### config.mk
export PLATFORM = sky130hd
export DESIGN_NAME = multibyte_add_seq_flat
export DESIGN_NICKNAME = d
export VERILOG_FILES = /design/src/rtl/multibyte_add_seq_pkg.sv /design/src/rtl/multibyte_add_seq_if.sv /design/src/rtl/multibyte_add_seq_cond_sum_add8.sv /design/src/rtl/multibyte_add_seq.sv /design/src/flat_wrapper.sv
export SDC_FILE = /design/constraint.sdc
export NUM_CORES = 1
export LEC_CHECK = 0
export BUFFER_PORTS_ARGS = -buffer_cell sky130_fd_sc_hd__buf_4
export CELL_PAD_IN_SITES_DETAIL_PLACEMENT = 1
export CELL_PAD_IN_SITES_GLOBAL_PLACEMENT = 2
export CORE_ASPECT_RATIO = 2
export CORE_MARGIN = 2
export CORE_UTILIZATION = 30
export CTS_BUF_LIST = sky130_fd_sc_hd__clkbuf_16
export DETAILED_ROUTE_END_ITERATION = 8
export PLACE_DENSITY = 0.77
export REMOVE_ABC_BUFFERS = 1
export SLEW_MARGIN = 20
export SYNTH_ARGS = -nofsm -noshare
export SYNTH_HDL_FRONTEND = slang
export SYNTH_SLANG_ARGS = --single-unit
### constraint.sdc
create_clock -name clk -period 2.7 [get_ports clk]
set_input_delay 0.54 -clock clk [delete_from_list [all_inputs] [get_ports clk]]
set_output_delay 0.54 -clock clk [all_outputs]
set_load 0.01 [all_outputs]
### src/rtl/multibyte_add_seq_pkg.sv
// add_seq_pkg: definitions shared by the multi-byte add sequencer.
//   BYTE_W      : width of one operand byte (8)
//   byte_t      : one operand/result byte
//   seq_state_t : sequencer state (IDLE = next byte is byte 0, BUSY = mid-operand)
//   ovf_calc    : signed overflow of the full-width result, computed from the sign bits
//                 of the most significant byte
// Optional feature macro used across the slice: ADD_SEQ_SUB_EN (subtraction support).
package add_seq_pkg;

    localparam int BYTE_W = 8;

    typedef logic [BYTE_W-1:0] byte_t;

    typedef enum logic {
        IDLE = 1'b0,
        BUSY = 1'b1
    } seq_state_t;

    // Overflow occurs when both operands share a sign and the result sign differs.
    // y7eff is the Y sign bit after any subtract inversion.
    function automatic logic ovf_calc(input logic x7, input logic y7eff, input logic s7);
        return (x7 == y7eff) && (s7 != x7);
    endfunction

endpackage

### src/rtl/multibyte_add_seq_if.sv
// multibyte_add_seq_if: byte-stream handshake between the operand source, the
// sequencer and the result consumer.
//   in_valid/in_ready            : operand byte handshake
//   in_x, in_y                   : operand bytes, LSB first
//   in_cin                       : carry-in, used on byte 0 only
//   in_sub                       : subtract request, byte 0 only (only with ADD_SEQ_SUB_EN)
//   out_valid/out_ready          : result byte handshake
//   out_sum                      : result byte
//   out_last, out_cout, out_ovf  : final-byte marker and flags
// Modports: master = source/consumer side, slave = sequencer side.
interface multibyte_add_seq_if;
    import add_seq_pkg::*;

    logic  in_valid;
    logic  in_ready;
    byte_t in_x;
    byte_t in_y;
    logic  in_cin;
`ifdef ADD_SEQ_SUB_EN
    logic  in_sub;
`endif
    logic  out_valid;
    logic  out_ready;
    byte_t out_sum;
    logic  out_last;
    logic  out_cout;
    logic  out_ovf;

    modport master (
        output in_valid,
        output in_x,
        output in_y,
        output in_cin,
`ifdef ADD_SEQ_SUB_EN
        output in_sub,
`endif
        output out_ready,
        input  in_ready,
        input  out_valid,
        input  out_sum,
        input  out_last,
        input  out_cout,
        input  out_ovf
    );

    modport slave (
        input  in_valid,
        input  in_x,
        input  in_y,
        input  in_cin,
`ifdef ADD_SEQ_SUB_EN
        input  in_sub,
`endif
        input  out_ready,
        output in_ready,
        output out_valid,
        output out_sum,
        output out_last,
        output out_cout,
        output out_ovf
    );

endinterface

### src/rtl/multibyte_add_seq_cond_sum_add8.sv
// cond_sum_add8: purely combinational 8-bit conditional-sum adder.
//   a, b : addends
//   cin  : carry-in
//   sum  : a + b + cin (low 8 bits)
//   cout : carry-out
// Every group keeps two candidate results, one assuming a carry-in of 0 and one
// assuming 1. Adjacent groups are merged log2(8)=3 times, the low group's carry
// choosing which candidate of the high group survives; cin makes the final pick.
module cond_sum_add8
    import add_seq_pkg::*;
(
    input  byte_t a,
    input  byte_t b,
    input  logic  cin,
    output byte_t sum,
    output logic  cout
);

    // s0/s1 hold per-bit sums for carry-in 0/1 of each current group; c0/c1 hold
    // group carries indexed by group number.
    always_comb begin
        byte_t s0, s1, c0, c1;
        byte_t n0, n1, nc0, nc1;
        s0 = a ^ b;
        s1 = ~(a ^ b);
        c0 = a & b;
        c1 = a | b;
        for (int lvl = 0; lvl < 3; lvl++) begin
            n0  = s0;
            n1  = s1;
            nc0 = c0;
            nc1 = c1;
            for (int g = 0; g < (BYTE_W >> (lvl + 1)); g++) begin
                for (int k = 0; k < (1 << lvl); k++) begin
                    n0[(2*g+1)*(1<<lvl)+k] = c0[2*g] ? s1[(2*g+1)*(1<<lvl)+k]
                                                     : s0[(2*g+1)*(1<<lvl)+k];
                    n1[(2*g+1)*(1<<lvl)+k] = c1[2*g] ? s1[(2*g+1)*(1<<lvl)+k]
                                                     : s0[(2*g+1)*(1<<lvl)+k];
                end
                nc0[g] = c0[2*g] ? c1[2*g+1] : c0[2*g+1];
                nc1[g] = c1[2*g] ? c1[2*g+1] : c0[2*g+1];
            end
            s0 = n0;
            s1 = n1;
            c0 = nc0;
            c1 = nc1;
        end
        sum  = cin ? s1 : s0;
        cout = cin ? c1[0] : c0[0];
    end

endmodule

### src/rtl/multibyte_add_seq.sv
// multibyte_add_seq: NUM_BYTES-wide adder that streams operand bytes LSB first
// through one 8-bit conditional-sum core, chaining the carry in a register.
//   clk  : rising-edge clock
//   rst  : synchronous active-high reset
//   bus  : multibyte_add_seq_if.slave (operand input and result output handshakes)
// Parameter NUM_BYTES (2..16): operand width in bytes.
// Macro ADD_SEQ_SUB_EN: adds in_sub; a subtract inverts Y for every byte of the
// operand and forces the byte-0 carry-in to 1 (out_cout=1 then means no borrow).
module multibyte_add_seq
    import add_seq_pkg::*;
#(
    parameter int NUM_BYTES = 4
) (
    input  logic                 clk,
    input  logic                 rst,
    multibyte_add_seq_if.slave   bus
);

    localparam int              CNT_W    = $clog2(NUM_BYTES);
    localparam logic [CNT_W-1:0] LAST_IDX = CNT_W'(NUM_BYTES - 1);

    seq_state_t       state;
    logic [CNT_W-1:0] byte_cnt;
    logic             carry_reg;
    logic             accept;
    logic             is_last;
    logic             core_cin;
    byte_t            y_eff;
    byte_t            core_sum;
    logic             core_cout;

`ifdef ADD_SEQ_SUB_EN
    logic sub_reg;
    logic sub_eff;
`endif

    // A full output register that is being drained in the same cycle can still
    // take a new byte, so the stream never bubbles.
    assign bus.in_ready = !bus.out_valid || bus.out_ready;
    assign accept       = bus.in_valid && bus.in_ready;
    assign is_last      = (byte_cnt == LAST_IDX);

    // Byte 0 takes its carry (and subtract mode) straight from the inputs; later
    // bytes use the values registered when byte 0 was accepted.
`ifdef ADD_SEQ_SUB_EN
    assign sub_eff  = (state == IDLE) ? bus.in_sub : sub_reg;
    assign y_eff    = sub_eff ? ~bus.in_y : bus.in_y;
    assign core_cin = (state == IDLE) ? (bus.in_sub | bus.in_cin) : carry_reg;
`else
    assign y_eff    = bus.in_y;
    assign core_cin = (state == IDLE) ? bus.in_cin : carry_reg;
`endif

    cond_sum_add8 u_core (
        .a    (bus.in_x),
        .b    (y_eff),
        .cin  (core_cin),
        .sum  (core_sum),
        .cout (core_cout)
    );

    // Sequencer state plus the registered output stage. Flags are only non-zero
    // while the final byte of an operand is held in the output register.
    always_ff @(posedge clk) begin
        if (rst) begin
            state         <= IDLE;
            byte_cnt      <= '0;
            carry_reg     <= 1'b0;
`ifdef ADD_SEQ_SUB_EN
            sub_reg       <= 1'b0;
`endif
            bus.out_valid <= 1'b0;
            bus.out_sum   <= '0;
            bus.out_last  <= 1'b0;
            bus.out_cout  <= 1'b0;
            bus.out_ovf   <= 1'b0;
        end else if (accept) begin
            bus.out_valid <= 1'b1;
            bus.out_sum   <= core_sum;
            if (is_last) begin
                bus.out_last <= 1'b1;
                bus.out_cout <= core_cout;
                bus.out_ovf  <= ovf_calc(bus.in_x[BYTE_W-1], y_eff[BYTE_W-1],
                                         core_sum[BYTE_W-1]);
                byte_cnt     <= '0;
                state        <= IDLE;
                carry_reg    <= 1'b0;
`ifdef ADD_SEQ_SUB_EN
                sub_reg      <= 1'b0;
`endif
            end else begin
                bus.out_last <= 1'b0;
                bus.out_cout <= 1'b0;
                bus.out_ovf  <= 1'b0;
                byte_cnt     <= byte_cnt + 1'b1;
                state        <= BUSY;
                carry_reg    <= core_cout;
`ifdef ADD_SEQ_SUB_EN
                if (state == IDLE) begin
                    sub_reg <= bus.in_sub;
                end
`endif
            end
        end else if (bus.out_valid && bus.out_ready) begin
            bus.out_valid <= 1'b0;
            bus.out_last  <= 1'b0;
            bus.out_cout  <= 1'b0;
            bus.out_ovf   <= 1'b0;
        end
    end

endmodule

### src/flat_wrapper.sv
// flat-port wrapper written by rule: the top's interface ports become plain ports
module multibyte_add_seq_flat import add_seq_pkg::*;
#(
    parameter int NUM_BYTES = 4
)
  (clk, rst, bus_in_valid, bus_in_x, bus_in_y, bus_in_cin, bus_out_ready, bus_in_ready, bus_out_valid, bus_out_sum, bus_out_last, bus_out_cout, bus_out_ovf);
  multibyte_add_seq_if bus_i ();
  input  logic clk;
  input  logic rst;
  input wire logic [$bits(bus_i.in_valid)-1:0] bus_in_valid;
  input wire logic [$bits(bus_i.in_x)-1:0] bus_in_x;
  input wire logic [$bits(bus_i.in_y)-1:0] bus_in_y;
  input wire logic [$bits(bus_i.in_cin)-1:0] bus_in_cin;
  input wire logic [$bits(bus_i.out_ready)-1:0] bus_out_ready;
  output wire logic [$bits(bus_i.in_ready)-1:0] bus_in_ready;
  output wire logic [$bits(bus_i.out_valid)-1:0] bus_out_valid;
  output wire logic [$bits(bus_i.out_sum)-1:0] bus_out_sum;
  output wire logic [$bits(bus_i.out_last)-1:0] bus_out_last;
  output wire logic [$bits(bus_i.out_cout)-1:0] bus_out_cout;
  output wire logic [$bits(bus_i.out_ovf)-1:0] bus_out_ovf;
  assign bus_i.in_valid = bus_in_valid;
  assign bus_i.in_x = bus_in_x;
  assign bus_i.in_y = bus_in_y;
  assign bus_i.in_cin = bus_in_cin;
  assign bus_i.out_ready = bus_out_ready;
  assign bus_in_ready = bus_i.in_ready;
  assign bus_out_valid = bus_i.out_valid;
  assign bus_out_sum = bus_i.out_sum;
  assign bus_out_last = bus_i.out_last;
  assign bus_out_cout = bus_i.out_cout;
  assign bus_out_ovf = bus_i.out_ovf;
  multibyte_add_seq #(.NUM_BYTES(NUM_BYTES)) u_core (.clk(clk), .rst(rst), .bus(bus_i));
endmodule
==> impl_metrics.toml, run 1 <==
[setup_path]
crit_type = "in -> reg"
startpoint_type = "input port"
cp-end-kind = "flop"
crit_fanout = 8
r2r_slack_ns = 0.78
worstSetupEndpoint = "u_core.bus.out_cout$_SDFFE_PP0P_"
r2r-end = "u_core.bus.out_cout$_SDFFE_PP0P_"
critPathLaunch = "bus_in_y[0]"
rr_startpoint = "u_core.state$_SDFFE_PP0P_"
worstPathArrival_ns = 2.11
required_ns = 2.82
r2r_cells = 5

[clock_tree]
root_buffer = "clkbuf_16"
postCtsSetupBuffers = 0
htreeDepth = 1
ctsResizeCount = 0
clk_latency_ns = 0.25
clock-sinks = 16
path_clk_slew_ns = 0.05
cts_buffers = 3
postCtsHoldBufs = 0
tritoncts = "yes"
cts_buffer_depth = 2

[yosys]
yosysUniqueCellTypes = 46
synth_cells = 178
synth_top_area_share_pct = 22.44
synth_top_area_cell = "dfxtp_1"
syn_area_um2 = 1428
ys.flop_type = "dfxtp_1"
yosys_register_bits = 16
ys_seq_area_share_pct = 22.44
synth_area_leaders = "dfxtp_1 (22%), ha_1 (15%), inv_1 (5.0%), nor2_1 (3.7%), nand2b_1 (3.5%)"
synthArstFlopShare_pct = 0
synth-edff-count = 0
syn_area_per_cell_um2 = 8.020
ys.warnings.count = 0

[global_routing]
grt_pass1_wl_um = 6741
grt_pass1_vias = 1483
grt_overflow_total = 0
grtUsageTotal_pct = 16.71
grt_max_degree = 18
antenna_found_initial = 0

[cells_and_area]
layout.nets = 248
n_fill_cell = 583
largest-register = "u_core.bus.out_sum"
seqCellArea_um2 = 320.3
multi_input_area_um2 = 993.5
diodes = 0
area.growth.synth_to_final_pct = 25.24
finish.instance_area_um2 = 1788
reg.largest.list = "u_core.bus.out_sum: 8 flops, u_core.byte_cnt: 2 flops"
largest_reg_flops = 8
drive_gt1_share_pct = 23.92
final_cells = 264

[timing]
fmax_mhz = 502.2
setup_viol = 0
fin_skew_ns = 0.004671
hold_viol_final = 0
whs_ns = 0.4526
slew_headroom_pct = 67.36
drv_slew = 0
finalCritPeriodShare_pct = 73.75
rsz0062_at_grt = "false"
post-route-min-period_ns = 1.991
worstMarginPinSlew_ns = 0.4884
tns_ns = 0

[placed_design]
hpwl_um = 3463
portBuffers = 33
gp_congestion = 0.7917
dp_cells = 260
place_area_um2 = 1709

[worst_hold_path]
hp-class = "reg -> reg"

[power]
power_density_nw_per_um2 = 461.0
ir_drop_mv = 0.2525
leakage_nw = 0.7982

[die]
core_um2 = 4598
initial_utilization_pct = 31.05
die_w_um = 52.78
ioPinCount = 34
rows = 35
die-area_um2 = 5360
die_y_um = 101.6

[drt]
routedWlPerCell_um = 15.65
drtPass1Iterations = 4
antenna_left = 0
drt_iter0_drc = 18
drc = 0
routed_wl_um = 4132
vias = 1411
post_drt_via_cell_ratio = 5.345

[flow_run]
drv_cap = 0

[run_status]
status = "completed"
[final cells by class]
| type | count | share of cell area (%) |
|---|---|---|
| clock inverter | 1 | 0.2099 |
| multi-input combinational | 136 | 55.56 |
| timing repair buffer | 34 | 14.28 |
| tap | 55 | 3.849 |
| inverter | 19 | 3.989 |
| sequential | 16 | 17.91 |
| clock buffer | 3 | 4.199 |
[critical path, cell delays in order]
cell and delay (ns):
buf_4 0.11, ha_1 0.21, nand2b_1 0.14, and3_4 0.21, o221a_2 0.30, a2111oi_1 0.47, o41ai_1 0.12
[metrics by stage]
stage | worst slack [ns] | power, mW | utilization (%)
floorplan | 0.7361 | 0.4320 | -
CTS | 0.6880 | 0.8346 | 38.88
finish | 0.7087 | 0.8242 | 38.88
global route | 0.6008 | 0.8705 | 38.88
detailed placement | 0.4446 | 0.5342 | 37.17
global placement | 0.5146 | 0.5234 | 37.17
[layout by cell type (no fill, tap or decap), types with 4 or more instances in the layout]
cell and instances:
buf_4 34, inv_1 19, ha_1 17, dfxtp_1 16, nor2_1 14, nand2_1 12, a21oi_1 9, nand2b_1 8
nand3_1 7, a211oi_1 6, nor2b_1 5, or3_1 5, nor3_1 4, o21ai_0 4
[cells by family after synthesis]
logic type / synth area share, %
and+or+nand+nor: 28.48
AOI/OAI and AO/OA: 23.31
buffers and inverters: 7.975
adders and majority gates: 14.90
DFF: 22.44
xor gates and xnor gates: 1.227
muxes: 1.665
[power breakdown]
part	switching, mW	internal, mW
sequential	0.0126	0.256
combinational	0.140	0.118
clock	0.101	0.197
total	0.254	0.571
[how the worst min path moves through the flow]
stage                                       start                                 end  slack [ns]  depth (start not counted)
6_report       u_core.bus.out_sum[0]$_SDFFE_PP0P_  u_core.bus.out_sum[0]$_SDFFE_PP0P_        0.45                          2
5_1_grt        u_core.bus.out_sum[0]$_SDFFE_PP0P_  u_core.bus.out_sum[0]$_SDFFE_PP0P_        0.48                          2
4_1_cts        u_core.bus.out_sum[0]$_SDFFE_PP0P_  u_core.bus.out_sum[0]$_SDFFE_PP0P_        0.45                          2
3_5_place_dp   u_core.bus.out_sum[0]$_SDFFE_PP0P_  u_core.bus.out_sum[0]$_SDFFE_PP0P_        0.45                          2
3_3_place_gp      u_core.byte_cnt[1]$_SDFFE_PP0P_     u_core.byte_cnt[1]$_SDFFE_PP0P_        0.45                          2
2_1_floorplan     u_core.byte_cnt[1]$_SDFFE_PP0P_     u_core.byte_cnt[1]$_SDFFE_PP0P_        0.43                          2
[cells in the mapped netlist, types with 2 or more instances]
cell / number
a21oi_1: 9
xnor2_1: 2
or2_2: 2
nor3_1: 4
o221a_2: 2
o31ai_1: 2
nand3_1: 7
ha_1: 17
buf_6: 2
dfxtp_1: 16
o41ai_1: 2
o21ai_0: 4
nand2_1: 12
inv_1: 19
o211ai_1: 3
clkbuf_1: 4
nand3b_1: 3
and2_1: 3
a211oi_1: 6
nor2b_1: 5
nor2_1: 14
o22ai_1: 3
nor4bb_1: 2
nand2b_1: 8
or3_1: 5
nor4_1: 2
[metal layers]
| layer | wire length [µm] | part of all wire, % | track usage, % | vias to the layer above |
|---|---|---|---|---|
| li1 | - | - | - | 697 |
| met3 | 107 | 2.6 | 0.8850 | 5 |
| met1 | 1466 | 35 | 15.34 | 669 |
| met2 | 2492 | 60 | 35.29 | 40 |
| met4 | 65 | 1.6 | 5.917 | 0 |
| met5 | 0 | 0 | 0 | - |
Power figures use the tool's default switching activity.
==> run 2, diff against run 1 <==
- clock period: 2.7 -> 2 ns (I/O delays scaled with it)
==> run 2 against run 1 <==
- setup slack worse by 0.52 ns
- register-to-register slack lost 0.56 ns
- count of clock-buffer cells in the layout unchanged
- utilization grew 1.8 points
- total power increased by 38%
- cell count rose by 4.2%
- largest cell class unchanged
- clock skew fell by 0.0034 ns
- via count rose by 2.4%
- first-iteration DRC count up 17%
- highest routed layer unchanged
==> impl_metrics.toml, run 2 (same netlist as run 1, synthesis figures left out) <==
[drt]
drt_iter0_drc = 21
post_drt_via_cell_ratio = 5.255
routed_wl_um = 4352
drc = 0
drtPass1Iterations = 4
vias = 1445
antenna_left = 0
routedWlPerCell_um = 15.83

[cells_and_area]
drive_gt1_share_pct = 27.73
area.growth.synth_to_final_pct = 31.03
largest_reg_flops = 8
layout_commonest_cell = "buf_4"
reg.largest.list = "u_core.bus.out_sum: 8 flops, u_core.byte_cnt: 2 flops"
final_cells = 275
diodes = 0
layout.cells.most_common_list = "buf_4 (45), inv_1 (19), ha_1 (17), dfxtp_1 (16), nor2_1 (14)"
layout.nets = 259
largest-register = "u_core.bus.out_sum"
finish.instance_area_um2 = 1871

[power]
leakage_nw = 0.8531
power_density_nw_per_um2 = 606.4
power_frac_comb_pct = 33.3
p_switching_uw = 340.3
switching_share_pct = 30.00
intPower_uw = 793.9
seqPwrFrac_pct = 31.9
totalPowerFinal_mw = 1.134
p_clk_share_pct = 34.7
ir_drop_mv = 0.4635

[worst_hold_path]
holdPathStages = 3
hp-class = "in -> reg"

[setup_path]
startpoint_type = "input port"
cp-end-kind = "flop"
r2r_cells = 5
worstPathArrival_ns = 1.94
crit_type = "in -> reg"
crit_fanout = 5
required_ns = 2.13

[global_routing]
grt_use_met3_pct = 1.475
antenna_found_initial = 0
groute.layer.met2.usage_pct = 36.73
grt_max_degree = 18
grt_pass1_vias = 1587
grt_use_met1_pct = 16.56
grt_overflow_total = 0
grtUsageTotal_pct = 17.89
busiest_layer = "met2"
grt_pass1_wl_um = 7148

[clock_tree]
clock-sinks = 16
postCtsHoldBufs = 0
cts_buffers = 3
htreeDepth = 1
cts_buffer_depth = 2
path_clk_slew_ns = 0.05
ctsResizeCount = 0
tritoncts = "yes"
root_buffer = "clkbuf_16"
postCtsSetupBuffers = 0
clk_latency_ns = 0.25

[timing]
setup_viol = 0
hold_viol_final = 0
setup_slack_ns = 0.1902
fin_skew_ns = 0.001271
fmax_mhz = 552.5
finalCritPeriodShare_pct = 90.49
worstMarginPinSlew_ns = 0.3420
rsz0062_at_grt = "false"
slew_headroom_pct = 76.75
drv_slew = 0
whs_ns = 0.4469
post-route-min-period_ns = 1.810

[die]
rows = 35
die-area_um2 = 5360
ioPinCount = 34
die_y_um = 101.6
initial_utilization_pct = 31.05
die_w_um = 52.78
core_um2 = 4598

[placed_design]
gp_congestion = 0.8249
hpwl_um = 3670
portBuffers = 33
place_area_um2 = 1792
dp_cells = 271
place_worst_setup_slack_ns = -0.07333

[flow_run]
drv_cap = 0

[run_status]
status = "completed"
run 2: path summary, 6_finish.rpt:
path | start | end | slack, ns
max reg2reg | u_core.state$_SDFFE_PP0P_ | u_core.carry_reg$_SDFFE_PP0P_ | 0.22
min reg2reg | u_core.bus.out_ovf$_SDFFE_PP0P_ | u_core.bus.out_ovf$_SDFFE_PP0P_ | 0.45
min | bus_in_valid | u_core.bus.out_valid$_SDFFE_PP0P_ | 0.45
max | bus_in_y[4] | u_core.carry_reg$_SDFFE_PP0P_ | 0.19
run 2: cell type report:
class	instances	area, µm²
well taps	55	68.82
repair buffers	45	337.8
clock buffers	3	75.07
clock inverters	1	3.754
fillers	568	2728
flip-flops and latches	16	320.3
multi-input cells	136	993.5
inverters	19	71.32
run 2: critical path: stages:
cell and delay (ns):
buf_4 0.12, ha_1 0.25, or2_2 0.34, nand3_1 0.10
o21ai_0 0.09, a2111oi_1 0.39, buf_4 0.18, o41ai_1 0.05
run 2: power groups by stage:
stage	Sequential, mW	Combinational, mW	Clock [mW]
6_report	0.362	0.378	0.394
2_1_floorplan	0.375	0.209	0
3_3_place_gp	0.367	0.369	0
4_1_cts	0.362	0.384	0.405
5_1_grt	0.365	0.421	0.417
3_5_place_dp	0.369	0.381	0
run 2: metal layers:
metal / share of wire [%] / up-vias
li1: - / 718
met1: 36 / 697
met2: 61 / 24
met3: 1.5 / 6
met4: 1.8 / 0
met5: 0 / -
run 2: metrics by stage:
step | setup TNS [ns] | util [%]
2_1_floorplan | 0 | -
3_3_place_gp | -0.09468 | 38.97
3_5_place_dp | -0.1826 | 38.97
4_1_cts | 0 | 40.68
5_1_grt | 0 | 40.68
6_report | 0 | 40.68
==> run 3, diff against run 2 <==
- BUFFER_PORTS_ARGS: -buffer_cell sky130_fd_sc_hd__buf_4 -> -buffer_cell sky130_fd_sc_hd__buf_2
==> run 3 against run 2 <==
- final area down 3.8%
- setup slack worse by 0.0030 ns
- total power down 1.4%
- clock power up 2%
- count of clock-buffer cells in the layout unchanged
- utilization down 1.6 points
- critical path depth down 2
- largest power group unchanged
==> impl_metrics.toml, run 3 (same netlist as run 1, synthesis figures left out) <==
[timing]
drv_slew = 0
fin_skew_ns = 0.003481
setup_viol = 0
hold_viol_final = 0
slew_headroom_pct = 70.16
fmax_mhz = 551.6
finalCritPeriodShare_pct = 90.64
post-route-min-period_ns = 1.813
whs_ns = 0.4436
rsz0062_at_grt = "true"
worstMarginPinSlew_ns = 0.4452

[clock_tree]
htreeDepth = 1
root_buffer = "clkbuf_16"
clock-sinks = 16
postCtsHoldBufs = 0
tritoncts = "yes"
ctsResizeCount = 0
clk_latency_ns = 0.25
path_clk_slew_ns = 0.05
cts_buffers = 3
cts_buffer_depth = 2
postCtsSetupBuffers = 0

[placed_design]
gp_congestion = 0.8217
hpwl_um = 3648
dp_cells = 271
portBuffers = 33

[global_routing]
grt_max_degree = 17
groute.layer.met2.usage_pct = 37.40
grtUsageTotal_pct = 18.16
busiest_layer = "met2"
grt_use_met1_pct = 15.66
grt_overflow_total = 0
grt_pass1_vias = 1604
antenna_found_initial = 0
grt_use_met3_pct = 1.475
grt_pass1_wl_um = 7182

[cells_and_area]
largest_reg_flops = 8
largest-register = "u_core.bus.out_sum"
area.growth.synth_to_final_pct = 26.03
final_cells = 275
layout_commonest_cell = "buf_2"
layout.cells.most_common_list = "buf_2 (33), inv_1 (19), ha_1 (17), dfxtp_1 (16), nor2_1 (14)"
reg.largest.list = "u_core.bus.out_sum: 8 flops, u_core.byte_cnt: 2 flops"
layout.nets = 259
drive_gt1_share_pct = 27.73
diodes = 0

[drt]
antenna_left = 0
vias = 1462
drc = 0
routedWlPerCell_um = 15.63
drt_iter0_drc = 14
drtPass1Iterations = 4
routed_wl_um = 4298
post_drt_via_cell_ratio = 5.316

[setup_path]
cp_cell_sequence = "mux2i_2 -> and3_4 -> o221a_2 -> buf_4 -> a211oi_1 -> nor4_1"
path_buf_inv = 1
startpoint_type = "flop"
crit_family = "simple AND/OR/NAND/NOR gates"
worstPathArrival_ns = 1.97
cp-end-kind = "flop"
cp_slowest_cell = "mux2i_2"
required_ns = 2.15
crit_type = "reg -> reg"
slowest_delay_ns = 0.37
crit_fanout = 8

[die]
initial_utilization_pct = 31.05
die_w_um = 52.78
ioPinCount = 34
rows = 35
die_y_um = 101.6
die-area_um2 = 5360
core_um2 = 4598

[power]
seqPwrFrac_pct = 32.3
p_clk_share_pct = 35.9
intPower_uw = 770.6
power_frac_comb_pct = 31.8
power_density_nw_per_um2 = 621.3
totalPowerFinal_mw = 1.118
leakage_nw = 0.8331
p_switching_uw = 347.4
ir_drop_mv = 0.4562
switching_share_pct = 31.07

[worst_hold_path]
hp-class = "in -> reg"

[flow_run]
drv_cap = 0

[run_status]
status = "completed"
run 3: cell counts in the layout (fill, tap and decap cells not counted):
No cell type changed its count.
run 3: worst paths after layout:
kind                                   endpoint                             from  slack (ns)  cells after the start
min           u_core.bus.out_valid$_SDFFE_PP0P_                     bus_in_valid        0.44                      3
min reg2reg     u_core.bus.out_ovf$_SDFFE_PP0P_  u_core.bus.out_ovf$_SDFFE_PP0P_        0.45                      2
max reg2reg  u_core.bus.out_sum[6]$_SDFFE_PP0P_        u_core.state$_SDFFE_PP0P_        0.19                      6
max          u_core.bus.out_sum[6]$_SDFFE_PP0P_        u_core.state$_SDFFE_PP0P_        0.19                      6
run 3: power by group through the flow:
| stage | logic [mW] | clock network (mW) | registers (mW) |
|---|---|---|---|
| final | 0.355 | 0.402 | 0.361 |
| after global routing | 0.399 | 0.429 | 0.365 |
| after CTS | 0.357 | 0.413 | 0.361 |
| after detailed placement | 0.354 | 0 | 0.368 |
| after global placement | 0.341 | 0 | 0.366 |
| after floorplan | 0.209 | 0 | 0.375 |
run 3: stage by stage:
step	util (%)	area [µm²]	setup slack [ns]	TNS, ns
2_1_floorplan	-	1385	0.1761	0
3_3_place_gp	37.17	1709	-0.004414	-0.008056
3_5_place_dp	37.17	1709	-0.06811	-0.1826
4_1_cts	38.88	1788	0.1520	0
5_1_grt	39.13	1799	-0.005044	-0.005044
6_report	39.13	1799	0.1872	0
run 3: per-layer routing:
metal	vias to the layer above	wire length [µm]
met3	9	80
met4	0	141
met5	-	0
met1	711	1494
met2	28	2582
li1	714	-
run 3: cell type report:
class	count	area, µm²
Fill cell	572	2799
Tap cell	55	68.82
Clock inverter	1	3.754
Timing Repair Buffer	45	255.2
Multi-Input combinational cell	136	1005
Sequential cell	16	320.3
Clock buffer	3	75.07
Inverter	19	71.32
run 3: worst min-delay path: cells and delay by family:
family | cells | cell delay (ns)
AO/OA/AOI/OAI | 1 | 0.05
buffers and inverters | 2 | 0.20
